==> src/rtl/wish_pkg.sv <==
// Shared Wishbone definitions: FSM state encoding, default widths and a small
// helper used by the master and the responder FSM.
package wish_pkg;

  localparam int DEFAULT_ADDRESS_LENGTH = 32;
  localparam int DEFAULT_DATA_LENGTH    = 32;
  localparam int DEFAULT_TIMEOUT        = 16;

  typedef enum logic [1:0] {
    IDLE   = 2'd0,
    ACTIVE = 2'd1,
    DONE   = 2'd2
  } wish_state_t;

  // Bits needed to count 0 .. max_count-1, never less than one bit.
  function automatic int count_width(input int max_count);
    return (max_count < 3) ? 1 : $clog2(max_count);
  endfunction

endpackage

==> src/rtl/wish_if.sv <==
// Wishbone initiator/responder bus bundle with master and slave views.
interface wish_if
  import wish_pkg::*;
#(
  parameter int ADDRESS_LENGTH = DEFAULT_ADDRESS_LENGTH,
  parameter int DATA_LENGTH    = DEFAULT_DATA_LENGTH
);

  logic [ADDRESS_LENGTH-1:0] ADR_O;
  logic [DATA_LENGTH-1:0]    DAT_O;
  logic                      WE_O;
  logic                      STB_O;
  logic                      CYC_O;
  logic [DATA_LENGTH-1:0]    DAT_I;
  logic                      ACK_I;

  modport master (
    output ADR_O, DAT_O, WE_O, STB_O, CYC_O,
    input  DAT_I, ACK_I
  );

  modport slave (
    input  ADR_O, DAT_O, WE_O, STB_O, CYC_O,
    output DAT_I, ACK_I
  );

endinterface

==> src/rtl/wish_timeout.sv <==
// Counts cycles while enabled; expired is high during the TIMEOUT-th enabled
// cycle so the master can leave on that same edge.
module wish_timeout
  import wish_pkg::*;
#(
  parameter int TIMEOUT = DEFAULT_TIMEOUT
) (
  input  logic clk,
  input  logic reset,
  input  logic clr,
  input  logic en,
  output logic expired
);

  localparam int CW = count_width(TIMEOUT);
  localparam logic [CW-1:0] LAST = CW'(TIMEOUT - 1);

  logic [CW-1:0] count;

  // Saturates at LAST so a stalled enable never wraps back to zero.
  always_ff @(posedge clk or posedge reset) begin
    if (reset) begin
      count <= '0;
    end else if (clr) begin
      count <= '0;
    end else if (en && (count != LAST)) begin
      count <= count + CW'(1);
    end
  end

  assign expired = en && (count == LAST);

endmodule

==> src/rtl/wish_master.sv <==
// Single-transfer Wishbone initiator: IDLE -> ACTIVE -> DONE.
// Define WISH_TIMEOUT_EN to abort a transfer after TIMEOUT cycles without ACK_I.
module wish_master
  import wish_pkg::*;
#(
  parameter int ADDRESS_LENGTH = DEFAULT_ADDRESS_LENGTH,
  parameter int DATA_LENGTH    = DEFAULT_DATA_LENGTH,
  parameter int TIMEOUT        = DEFAULT_TIMEOUT
) (
  input  logic                      clk,
  input  logic                      reset,
  input  logic                      req,
  input  logic                      req_we,
  input  logic [ADDRESS_LENGTH-1:0] req_adr,
  input  logic [DATA_LENGTH-1:0]    req_dat,
  output logic                      busy,
  output logic                      done,
  output logic                      err,
  output logic [DATA_LENGTH-1:0]    rdata,
  wish_if.master                    bus
);

  wish_state_t state;
  wish_state_t next_state;
  logic        start;
  logic        capture;

`ifdef WISH_TIMEOUT_EN
  logic expired;
  logic timeout_hit;
  logic err_q;
`endif

  always_ff @(posedge clk or posedge reset) begin
    if (reset) begin
      state <= IDLE;
    end else begin
      state <= next_state;
    end
  end

  // ACK_I is only looked at in ACTIVE, and it wins over a simultaneous timeout.
  always_comb begin
    next_state = state;
    start      = 1'b0;
    capture    = 1'b0;
`ifdef WISH_TIMEOUT_EN
    timeout_hit = 1'b0;
`endif
    case (state)
      IDLE: begin
        if (req) begin
          next_state = ACTIVE;
          start      = 1'b1;
        end
      end
      ACTIVE: begin
        if (bus.ACK_I) begin
          next_state = DONE;
          capture    = ~bus.WE_O;
        end
`ifdef WISH_TIMEOUT_EN
        else if (expired) begin
          next_state  = DONE;
          timeout_hit = 1'b1;
        end
`endif
      end
      DONE: begin
        next_state = IDLE;
      end
      default: begin
        next_state = IDLE;
      end
    endcase
  end

  always_ff @(posedge clk or posedge reset) begin
    if (reset) begin
      bus.ADR_O <= '0;
      bus.DAT_O <= '0;
      bus.WE_O  <= 1'b0;
      rdata     <= '0;
    end else begin
      if (start) begin
        bus.ADR_O <= req_adr;
        bus.DAT_O <= req_dat;
        bus.WE_O  <= req_we;
      end
      if (capture) begin
        rdata <= bus.DAT_I;
      end
    end
  end

  // Strobes decode straight from the state register, so reset drops them at once.
  assign bus.CYC_O = (state == ACTIVE);
  assign bus.STB_O = (state == ACTIVE);
  assign busy      = (state != IDLE);
  assign done      = (state == DONE);

`ifdef WISH_TIMEOUT_EN
  wish_timeout #(
    .TIMEOUT (TIMEOUT)
  ) u_timeout (
    .clk     (clk),
    .reset   (reset),
    .clr     (state != ACTIVE),
    .en      (state == ACTIVE),
    .expired (expired)
  );

  always_ff @(posedge clk or posedge reset) begin
    if (reset) begin
      err_q <= 1'b0;
    end else begin
      err_q <= timeout_hit;
    end
  end

  assign err = err_q;
`else
  assign err = 1'b0;
`endif

endmodule

==> src/flat_wrapper.sv <==
// flat-port wrapper written by rule: the top's interface ports become plain ports
module wish_master_flat import wish_pkg::*;
#(
  parameter int ADDRESS_LENGTH = DEFAULT_ADDRESS_LENGTH,
  parameter int DATA_LENGTH    = DEFAULT_DATA_LENGTH,
  parameter int TIMEOUT        = DEFAULT_TIMEOUT
)
  (clk, reset, req, req_we, req_adr, req_dat, busy, done, err, rdata, bus_ADR_O, bus_DAT_O, bus_WE_O, bus_STB_O, bus_CYC_O, bus_DAT_I, bus_ACK_I);
  wish_if #(.ADDRESS_LENGTH(ADDRESS_LENGTH), .DATA_LENGTH(DATA_LENGTH)) bus_i ();
  input  logic clk;
  input  logic reset;
  input  logic req;
  input  logic req_we;
  input  logic [ADDRESS_LENGTH-1:0] req_adr;
  input  logic [DATA_LENGTH-1:0] req_dat;
  output logic busy;
  output logic done;
  output logic err;
  output logic [DATA_LENGTH-1:0] rdata;
  output wire logic [$bits(bus_i.ADR_O)-1:0] bus_ADR_O;
  output wire logic [$bits(bus_i.DAT_O)-1:0] bus_DAT_O;
  output wire logic [$bits(bus_i.WE_O)-1:0] bus_WE_O;
  output wire logic [$bits(bus_i.STB_O)-1:0] bus_STB_O;
  output wire logic [$bits(bus_i.CYC_O)-1:0] bus_CYC_O;
  input wire logic [$bits(bus_i.DAT_I)-1:0] bus_DAT_I;
  input wire logic [$bits(bus_i.ACK_I)-1:0] bus_ACK_I;
  assign bus_ADR_O = bus_i.ADR_O;
  assign bus_DAT_O = bus_i.DAT_O;
  assign bus_WE_O = bus_i.WE_O;
  assign bus_STB_O = bus_i.STB_O;
  assign bus_CYC_O = bus_i.CYC_O;
  assign bus_i.DAT_I = bus_DAT_I;
  assign bus_i.ACK_I = bus_ACK_I;
  wish_master #(.ADDRESS_LENGTH(ADDRESS_LENGTH), .DATA_LENGTH(DATA_LENGTH), .TIMEOUT(TIMEOUT)) u_core (.clk(clk), .reset(reset), .req(req), .req_we(req_we), .req_adr(req_adr), .req_dat(req_dat), .busy(busy), .done(done), .err(err), .rdata(rdata), .bus(bus_i));
endmodule
==> config.mk <==
export PLATFORM = sky130hd
export DESIGN_NAME = wish_master_flat
export DESIGN_NICKNAME = d
export VERILOG_FILES = /design/src/rtl/wish_pkg.sv /design/src/rtl/wish_if.sv /design/src/rtl/wish_timeout.sv /design/src/rtl/wish_master.sv /design/src/flat_wrapper.sv
export SDC_FILE = /design/constraint.sdc
export NUM_CORES = 1
export LEC_CHECK = 0
export CORE_MARGIN = 2
export CORE_UTILIZATION = 36
export DETAILED_ROUTE_END_ITERATION = 10
export GPL_TIMING_DRIVEN = 0
export PLACE_DENSITY = 0.78
export RECOVER_POWER = 25
export SYNTH_ARGS = -nofsm -noshare
export SYNTH_HDL_FRONTEND = slang
export SYNTH_SLANG_ARGS = --single-unit
==> constraint.sdc <==
create_clock -name clk -period 2.9 [get_ports clk]
set_clock_uncertainty 0.15 [all_clocks]
set_input_delay 0.29 -clock clk [delete_from_list [all_inputs] [get_ports clk]]
set_output_delay 0.29 -clock clk [all_outputs]
set_load 0.02 [all_outputs]
==> Word-level counts from Yosys, hierarchy flattened <==
Cells that the tools add are included.
{ "totals": {"ff_bits": 99, "inputBits": 101, "wordCells": 20} }
{ "op_classes": {"n_eq_ne": 4, "muxes": 7, "bitwise_logic": 1, "n_reduce_logical": 3} }
{ "op_table": {"columns": ["cell", "n"], "rows": [
  ["1-bit two-way mux", 4],
  ["2-bit two-way mux", 2],
  ["2-bit case mux with 2 select lines", 1],
  ["2-bit by 1-bit == test with 1-bit output, second input constant", 1],
  ["2-bit == test, second input constant", 1],
  ["2-bit logical NOT", 1],
  ["2-bit by 1-bit != test with 1-bit output, second input constant", 1],
  ["2-bit != test, second input constant", 1],
  ["2-bit AND reduction", 1],
  ["2-bit nonzero test", 1],
  ["1-bit NOT", 1]
]} }

==> Logic depth before layout (Yosys ltp) <==
Gate-level depths: netlist of run 1.
{ "logic_depth": {"ltp_word": 3, "ltp_mapped": 4, "mapped_depth_nobuf": 2} }

==> Least setup slack after synthesis of run 1 <==
OpenSTA, ideal clock, no wires.
{ "synth_path": {"path_type": "register to register", "startpoint": "register u_core.bus.WE_O", "endpoint": "register u_core.rdata[0]", "arrival_ns": 1.349, "required_time_ns": 2.625, "setup_slack_ns": 1.276, "stages_incl_launch_ff": 5, "cell_sequence": "dfrtp_1 nor4bb_1 buf_4 buf_12 mux2_4"} }
{ "synth_via": {"elab_chain_cells": 3} }
{ "synth_lines": {"columns": ["item", "line_no", "source"], "rows": [
  ["start: declaration", "wish_if.sv:18", "output ADR_O, DAT_O, WE_O, STB_O, CYC_O,"],
  ["start signal: assignment", "wish_master.sv:88", "bus.WE_O <= req_we;"],
  ["1-bit NOT", "wish_master.sv:60", "capture = ~bus.WE_O;"],
  ["1-bit two-way mux", "wish_master.sv:58", "if (bus.ACK_I) begin"],
  ["1-bit two-way mux", "wish_master.sv:50", "case (state)"],
  ["end signal: assignment", "wish_master.sv:91", "rdata <= bus.DAT_I;"],
  ["end: declaration", "wish_master.sv:19", "output logic [DATA_LENGTH-1:0] rdata,"]
]} }
Every way passes these cells.
A chain may end at the register's enable or synchronous reset.

==> results of run 1 <==
synth_stat cells:
cell type  number
a211oi_1        1
buf_2           1
inv_1           1
nor4bb_1        1
buf_12          3
and2_1          1
nor2_1          1
buf_6           5
or2_2           1
nor3b_2         1
nor2b_1         1
mux2_2         67
dfrtp_1        99
conb_1          1
and2b_1         1
buf_4           4
mux2_4         30
critical path: stages:
cell and delay [ns]:
dlygate4sd3_1 0.54, clkinvlp_2 0.90, buf_12 0.29, clkbuf_4 0.51
kinds of logic (layout without fill, tap and decap cells):
group           after synthesis  count (layout)  synth area share (%)
flops                        99              99                 63.50
simple gates                  7               7                 1.347
compound gates                1               1                0.1925
other cells                   1               1               0.09612
mux                          97              97                 30.89
buf+inv                      14             233                 3.977
layer usage:
| metal | share of wire, % | wire [um] | vias up | GRT usage [%] |
|---|---|---|---|---|
| met2 | 50 | 4558 | 112 | 26.59 |
| met3 | 9.6 | 878 | 7 | 6.269 |
| met1 | 40 | 3637 | 1248 | 17.83 |
| met4 | 0.77 | 70 | 0 | 4.121 |
| met5 | 0 | 0 | - | 0 |
| li1 | - | - | 1183 | - |
sequential cells by signal, indices dropped and copies added (netlist names):
signal	count
u_core.state	2
u_core.bus.DAT_O	32
u_core.bus.WE_O	1
u_core.bus.ADR_O	32
u_core.rdata	32
metrics by stage:
stage / utilization, % / hold WS (ns) / setup slack, ns
after global placement: 56.95 / 0.3389 / 0.2972
after CTS: 59.30 / 0.2524 / 0.6420
after detailed placement: 57.32 / 0.3434 / 0.8190
after floorplan: - / 0.2346 / 1.276
final: 59.16 / 0.3616 / 0.6578
after global routing: 59.16 / 0.3699 / 0.3053
area by class of cell:
class / count / area share (%)
buffer: 13 / 2.392
clock inverter: 5 / 0.9490
tap: 140 / 2.768
sequential: 99 / 39.15
timing repair buffer: 203 / 32.23
multi-input combinational: 106 / 20.05
clock buffer: 11 / 2.392
inverter: 1 / 0.07908
how the worst max path moves through the flow:
stage / start / end
after floorplan: reset / u_core.bus.ADR_O[0]
after global placement: reset / u_core.rdata[13]
after detailed placement: bus_ACK_I / u_core.rdata[20]
after CTS: u_core.state[0] / bus_STB_O
after global routing: reset / u_core.rdata[16]
final: reset / u_core.rdata[15]
report_power, final:
| group | switching (mW) | total [mW] | leakage, nW | internal (mW) |
|---|---|---|---|---|
| clock | 0.476 | 0.925 | 0.106 | 0.450 |
| combinational | 1.63 | 3.78 | 1.37 | 2.15 |
| sequential | 0.366 | 2.45 | 1.16 | 2.08 |
| total | 2.47 | 7.15 | 2.64 | 4.68 |
==> summary.txt, run 1 <==
Status -> complete, but fails checks
Failing checks -> capacitance limit, slew limit
MaxCap Viol Count -> 1
Antenna violations before repair -> 0
Top cells by area, synth -> dfrtp_1 (64%), mux2_2 (19%), mux2_4 (12%), buf_12 (1.5%), buf_6 (1.4%)
Seq/Total Area, Yosys -> 63.50%
Register area -> 2477 sq um
CP Launch Type -> input pin
DR WL/cell -> 15.82 um
Commonest non-fill, non-tap cell in the layout -> clkdlybuf4s50_1
Final Setup Violations -> 0
Critical Path Fanout Max -> 40
Commonest non-fill, non-tap cells in the layout -> clkdlybuf4s50_1 (200), dfrtp_1 (99), mux2_2 (67)
Remaining global-route overflow -> 0
CTS sink cnt -> 99
Reg2Reg Launch Point -> u_core.state[0]
Clk_lat worst skew -> 0.35 ns
Post-DP HPWL -> 6987 um
Mapped Cells -> 219
Synth Net Count -> 320
Placed Cells -> 562
Hold path cells -> 1
Die area -> 11,690 sq um
Post-CTS Setup Repair Bufs -> 0
Drt total wl -> 9144 um
Gpl congestion -> 0.6777
Setup TNS -> 0 ns
Initial DRT Pass Iterations -> 4
Fin crit share -> 77.32%
Num ports -> 203
Hold Vio Cnt, Final -> 0
Inserted Clock Buffers -> 9
Relative max-transition margin -> -2.789%
Largest net degree at the start of global routing -> 41
ANT nets after route -> 0
CTS resizes -> 0
R2R Setup Slk -> 1.15 ns
Area leader, netlist -> dfrtp_1
Final Power -> 7.149 mW
CTS Buffer Depth -> 2
Root Buffer -> clkbuf_8
Number of global-route vias before repair -> 2,833
RR Endpoint -> u_core.bus.DAT_O[4]
Die width -> 108.1 um
WP data arrival -> 2.55 ns
Die height -> 108.1 um
Layout cell share with drive strength beyond 1 -> 29.91%
Placement Rows -> 38
Crit Path Class -> in -> async
Final min period -> 2.242 ns
Total core area -> 10,700 sq um
PwrDens -> 1130 nW/um^2
Final instance area -> 6329 sq um
Distinct cells, synth -> 17
Worst-path clk slew -> 0.08 ns
Peak VDD IR -> 0.5119 mV
Ant diodes -> 0
CP Capture Type -> asynchronous set/reset pin
Via density per instance -> 4.412
Multi-input logic area -> 1269 sq um
RSZ-0062 raised after global routing -> no
CTS tree -> yes
# fillers -> 854
Routed vias -> 2,550
Non-Filler Instances -> 578
Yosys reg bits -> 99
Peak Freq -> 0.4460 GHz
Port bufs -> 201
Top-area cell type share of the netlist area -> 63.50%
# DRC -> 0
HP Class -> reg -> reg
DP Area -> 6132 sq um
H-tree depth -> 3
Nets -> 534
Synthesis-to-finish area growth -> 62.22%
Reg2reg path depth -> 4
Initial Util -> 36.47%
Critical path required time -> 3.21 ns
Synth Area per Inst -> 17.81 sq um
Mapped Area -> 3901 sq um
Slew @ Worst Pin -> 1.533 ns
GRT Util Overall -> 15.43%
P_leak -> 2.636 nW
First-pass GRT wire length -> 13,870 um
Hold-fix buffers, CTS -> 0
Slew Limit Fails -> 34
Initial DRC count -> 63
Hold_sp -> u_core.bus.DAT_O[0]
Synth warn -> 0
Hold endpoint -> u_core.bus.DAT_O[0]
(Power assumes the default switching activity.)
==> run 2, diff against run 1 <==
==> constraint.sdc (replaced) <==
create_clock -name clk -period 1.9 [get_ports clk]
set_clock_uncertainty 0.15 [all_clocks]
set_input_delay 0.19 -clock clk [delete_from_list [all_inputs] [get_ports clk]]
set_output_delay 0.19 -clock clk [all_outputs]
set_load 0.02 [all_outputs]
==> run 2 against run 1 <==
The flow now finishes without violations. Utilization is 0.28 points higher. Via count is 0.43% higher. Count of clock-buffer cells in the layout stayed put. Die area stayed put. Register-to-register slack worse by 1.1 ns. Sequential power is 52% higher. Worst hold slack worse by 0.098 ns. Critical path depth is 1 higher. Setup slack worse by 0.56 ns. Critical endpoint is now u_core.bus.DAT_O[4]. Largest cell class unchanged. Largest power group unchanged. Highest routed layer unchanged.
==> summary.txt, run 2 (synthesis gave the netlist of run 1 again) <==
Worst-path clk slew -> 0.11 ns
Reg2reg path depth -> 5
CTS tree -> yes
PwrDens -> 1718 nW/um^2
Final min period -> 1.805 ns
Drt total wl -> 9170 um
Initial DRT Pass Iterations -> 4
Multi-input logic area -> 1271 sq um
Minimum hold slack -> 0.2639 ns
First-pass GRT wire length -> 13,930 um
DR WL/cell -> 15.78 um
Top flop regs -> u_core.bus.ADR_O: 32 flops, u_core.bus.DAT_O: 32 flops, u_core.rdata: 32 flops
Via density per instance -> 4.408
RSZ-0062 raised after global routing -> no
Placement Rows -> 38
Reg power frac -> 34.1%
Die height -> 108.1 um
Antenna violations before repair -> 0
CTS sink cnt -> 99
Hold Vio Cnt, Final -> 0
ANT nets after route -> 0
CTS Buffer Depth -> 2
Sw power -> 3.776 mW
Ant diodes -> 0
Hold-fix buffers, CTS -> 0
Final instance area -> 6359 sq um
MaxCap Viol Count -> 0
Root Buffer -> clkbuf_8
Largest net degree at the start of global routing -> 41
GRT Util Overall -> 15.50%
Commonest non-fill, non-tap cell in the layout -> clkdlybuf4s50_1
Nets -> 537
Slew @ Worst Pin -> 0.7551 ns
Total core area -> 10,700 sq um
Initial Util -> 36.47%
# fillers -> 854
P_leak -> 2.665 nW
DP Area -> 6132 sq um
WP data arrival -> 1.89 ns
Peak Freq -> 0.5541 GHz
Comb pwr share -> 53.0%
Setup TNS -> 0 ns
Crit Path Class -> reg -> reg
Critical path required time -> 1.98 ns
Die width -> 108.1 um
HP Class -> in -> async
Layout cell share with drive strength beyond 1 -> 30.61%
Remaining global-route overflow -> 0
CP Capture Type -> flip-flop
Gpl congestion -> 0.6777
Critical Path Fanout Max -> 10
Routed vias -> 2,561
# DRC -> 0
Number of global-route vias before repair -> 2,847
Die area -> 11,690 sq um
CP Launch Type -> flip-flop
Register area -> 2477 sq um
Relative max-transition margin -> 49.56%
Post-DP HPWL -> 6987 um
Internal -> 7.150 mW
Net Sw Frac -> 34.56%
H-tree depth -> 3
Placed Cells -> 562
Clock network power share -> 12.9%
Inserted Clock Buffers -> 9
Num ports -> 203
Initial DRC count -> 69
Status -> completed
Final Setup Violations -> 0
Non-Filler Instances -> 581
Peak VDD IR -> 0.7799 mV
Final Util -> 59.44%
Commonest non-fill, non-tap cells in the layout -> clkdlybuf4s50_1 (196), dfrtp_1 (99), mux2_2 (67)
Port bufs -> 201
Fin crit share -> 94.99%
Clk_lat worst skew -> 0.35 ns
Slew Limit Fails -> 0
Synthesis-to-finish area growth -> 62.99%
## run 2: final cells by class
cell class                 count  area share (%)
clock buffer                  11           2.381
timing repair buffer         206           32.41
multi-input combinational    106           19.99
tap                          140           2.755
sequential                    99           38.96
buffer                        13           2.440
clock inverter                 5          0.9445
inverter                       1          0.1181
## run 2: power by group through the flow
stage	logic [mW]	clock network (mW)	registers [mW]
floorplan	1.74	0	5.06
global placement	5.75	0	3.72
detailed placement	5.82	0	3.78
CTS	5.85	1.47	3.74
global route	6.09	1.56	3.87
finish	5.79	1.41	3.73
## run 2: stage by stage
stage	power (mW)	setup WS [ns]
finish	10.93	0.09523
global route	11.52	0.003806
CTS	11.05	0.03687
detailed placement	9.601	-0.08104
global placement	9.469	-0.6028
floorplan	6.805	0.2762
## run 2: worst max-delay path: stages (launching register included)
cell	delay [ns]
dfrtp_1	0.42
buf_4	0.16
nor3b_2	0.25
buf_6	0.20
buf_6	0.16
mux2_2	0.34
## run 2: final timing paths
path,endpoint,from,slack [ns]
max,u_core.bus.DAT_O[4],u_core.state[0],0.1
max reg2reg,u_core.bus.DAT_O[4],u_core.state[0],0.1
min,u_core.bus.ADR_O[14],reset,0.26
min reg2reg,u_core.bus.DAT_O[0],u_core.bus.DAT_O[0],0.36
min in group clk,u_core.bus.ADR_O[12],req_adr[12],0.28
max in group asynchronous,u_core.bus.DAT_O[0],reset,0.33
## run 2: timing repair
action	in CTS	in global routing
setup buffers	1	2
gates resized for setup	5	1
endpoints found under the setup margin	4	31
## run 2: metal layers
layer	track usage (%)	vias to the layer above	wire, um
met5	0	-	0
met4	4.121	0	68
met3	6.269	9	875
met2	26.82	111	4550
met1	17.83	1253	3675
li1	-	1188	-
==> run 3, diff against run 2 <==
--- a/config.mk
+++ b/config.mk
@@ -11,6 +11,8 @@
 export GPL_TIMING_DRIVEN = 0
 export PLACE_DENSITY = 0.78
 export RECOVER_POWER = 25
+export SETUP_SLACK_MARGIN = 0.05
 export SYNTH_ARGS = -nofsm -noshare
 export SYNTH_HDL_FRONTEND = slang
 export SYNTH_SLANG_ARGS = --single-unit
+export TNS_END_PERCENT = 5
==> run 3 against run 2 <==
Count of clock-buffer cells in the layout did not move. Setup slack improved by 0.025 ns. Worst hold slack barely moved. Utilization rose by 0.15 points. Sequential share of layout area fell by 0.080 points. Die area did not move. Sequential power barely moved. Clock power barely moved. Sequential cell count did not move. Combinational power barely moved. Power rose by 0.24%. Register-to-register slack improved by 0.03 ns.
==> summary.txt, run 3 (synthesis gave the netlist of run 1 again) <==
Crit-path cells -> buf_4 -> nor4bb_1 -> buf_4 -> buf_12 -> mux2_4
CTS Buffer Depth -> 2
CP max-delay cell -> dfrtp_1
R2R Setup Slk -> 0.12 ns
# DRC -> 0
Antenna violations before repair -> 0
Total core area -> 10,700 sq um
Crit-path max cell delay -> 0.40 ns
Slew @ Worst Pin -> 0.7571 ns
Top flop regs -> u_core.bus.ADR_O: 32 flops, u_core.bus.DAT_O: 32 flops, u_core.rdata: 32 flops
Worst-path clk slew -> 0.11 ns
Die width -> 108.1 um
Relative max-transition margin -> 49.42%
Reg2reg path depth -> 5
Hold Vio Cnt, Final -> 0
RSZ-0062 raised after global routing -> yes
PwrDens -> 1718 nW/um^2
Final setup margin -> 0.1203 ns
Synthesis-to-finish area growth -> 63.41%
Crit-path leading delay family -> buffers and inverters
Slew Limit Fails -> 0
Routed vias -> 2,576
Via density per instance -> 4.426
Die height -> 108.1 um
Stages on worst setup path -> 5
Commonest non-fill, non-tap cells in the layout -> clkdlybuf4s50_1 (196), dfrtp_1 (98), mux2_2 (67)
First-pass GRT wire length -> 13,930 um
Initial DRC count -> 75
Peak VDD IR -> 0.7799 mV
Status -> completed
Fin crit share -> 93.67%
Peak Freq -> 0.5619 GHz
HP Class -> in -> async
Number of global-route vias before repair -> 2,847
P_leak -> 2.671 nW
Ant diodes -> 0
Final Setup Violations -> 0
Initial DRT Pass Iterations -> 4
Gpl congestion -> 0.6777
CP Launch Type -> flip-flop
Inserted Clock Buffers -> 9
Largest net degree at the start of global routing -> 41
CTS sink cnt -> 99
MaxCap Viol Count -> 0
Port bufs -> 201
Initial Util -> 36.47%
Nets -> 538
WP buf/inv -> 3
H-tree depth -> 3
Minimum hold slack -> 0.2636 ns
CP Capture Type -> flip-flop
DP Worst Slack -> -0.08104 ns
Drt total wl -> 9281 um
Die area -> 11,690 sq um
Non-Filler Instances -> 582
ANT nets after route -> 0
Num ports -> 203
CTS tree -> yes
Remaining global-route overflow -> 0
Layout cell share with drive strength beyond 1 -> 31.00%
Root Buffer -> clkbuf_8
Critical Path Fanout Max -> 10
Crit Path Class -> reg -> reg
Final min period -> 1.780 ns
Post-DP HPWL -> 6987 um
Placement Rows -> 38
Critical path required time -> 1.99 ns
GRT Util Overall -> 15.50%
Crit-path most repeated cell -> buf_4
Placed Cells -> 562
Clk_lat worst skew -> 0.35 ns
Commonest non-fill, non-tap cell in the layout -> clkdlybuf4s50_1
WP data arrival -> 1.87 ns
DR WL/cell -> 15.95 um
Setup TNS -> 0 ns
-- run 3: path summary, 6_finish.rpt --
kind / endpoint / start
worst min register to register: u_core.bus.DAT_O[0] / u_core.bus.DAT_O[0]
worst max register to register: u_core.rdata[20] / u_core.state[0]
worst max-delay path: u_core.rdata[20] / u_core.state[0]
worst min-delay path: u_core.bus.ADR_O[14] / reset
min in group clk: u_core.bus.ADR_O[12] / req_adr[12]
max in group asynchronous: u_core.bus.DAT_O[0] / reset
-- run 3: report_power, final --
part | switching, mW | internal, mW | total [mW]
Sequential | 0.557 | 3.17 | 3.73
Clock | 0.725 | 0.686 | 1.41
Combinational | 2.51 | 3.30 | 5.81
Total | 3.79 | 7.16 | 11.0
-- run 3: worst reg2reg max path, stage by stage, from the launching register on --
cell      delay, ns
dfrtp_1        0.40
buf_4          0.15
nor4bb_1       0.25
buf_4          0.24
buf_12         0.16
mux2_4         0.31
-- run 3: per-stage QoR --
stage | total power, mW | area [sq um] | utilization (%)
after CTS | 11.06 | 6352 | 59.38
after global placement | 9.469 | 6092 | 56.95
after floorplan | 6.805 | 3905 | -
final | 10.95 | 6375 | 59.59
after detailed placement | 9.601 | 6132 | 57.32
after global routing | 11.55 | 6375 | 59.59
-- run 3: cell type report --
| type | count | area, sq um |
|---|---|---|
| fill | 855 | 4323 |
| sequential | 99 | 2479 |
| timing repair buffer | 207 | 2066 |
| multi-input combinational | 106 | 1277 |
| tap | 140 | 175.2 |
| buffer | 13 | 158.9 |
| clock buffer | 11 | 151.4 |
| clock inverter | 5 | 60.06 |
| inverter | 1 | 7.507 |
-- run 3: routing by layer --
layer | track usage, % | routed length (um)
met5 | 0 | 0
met4 | 4.121 | 68
met3 | 6.269 | 865
met2 | 26.82 | 4650
met1 | 17.83 | 3696
-- run 3: repair_timing --
item	in CTS	in global routing
endpoints found under the setup margin	4	50
buffers inserted	1	2
hold buffers	0	0
cloned	0	1
gates resized for setup	6	3
pin swaps	0	1
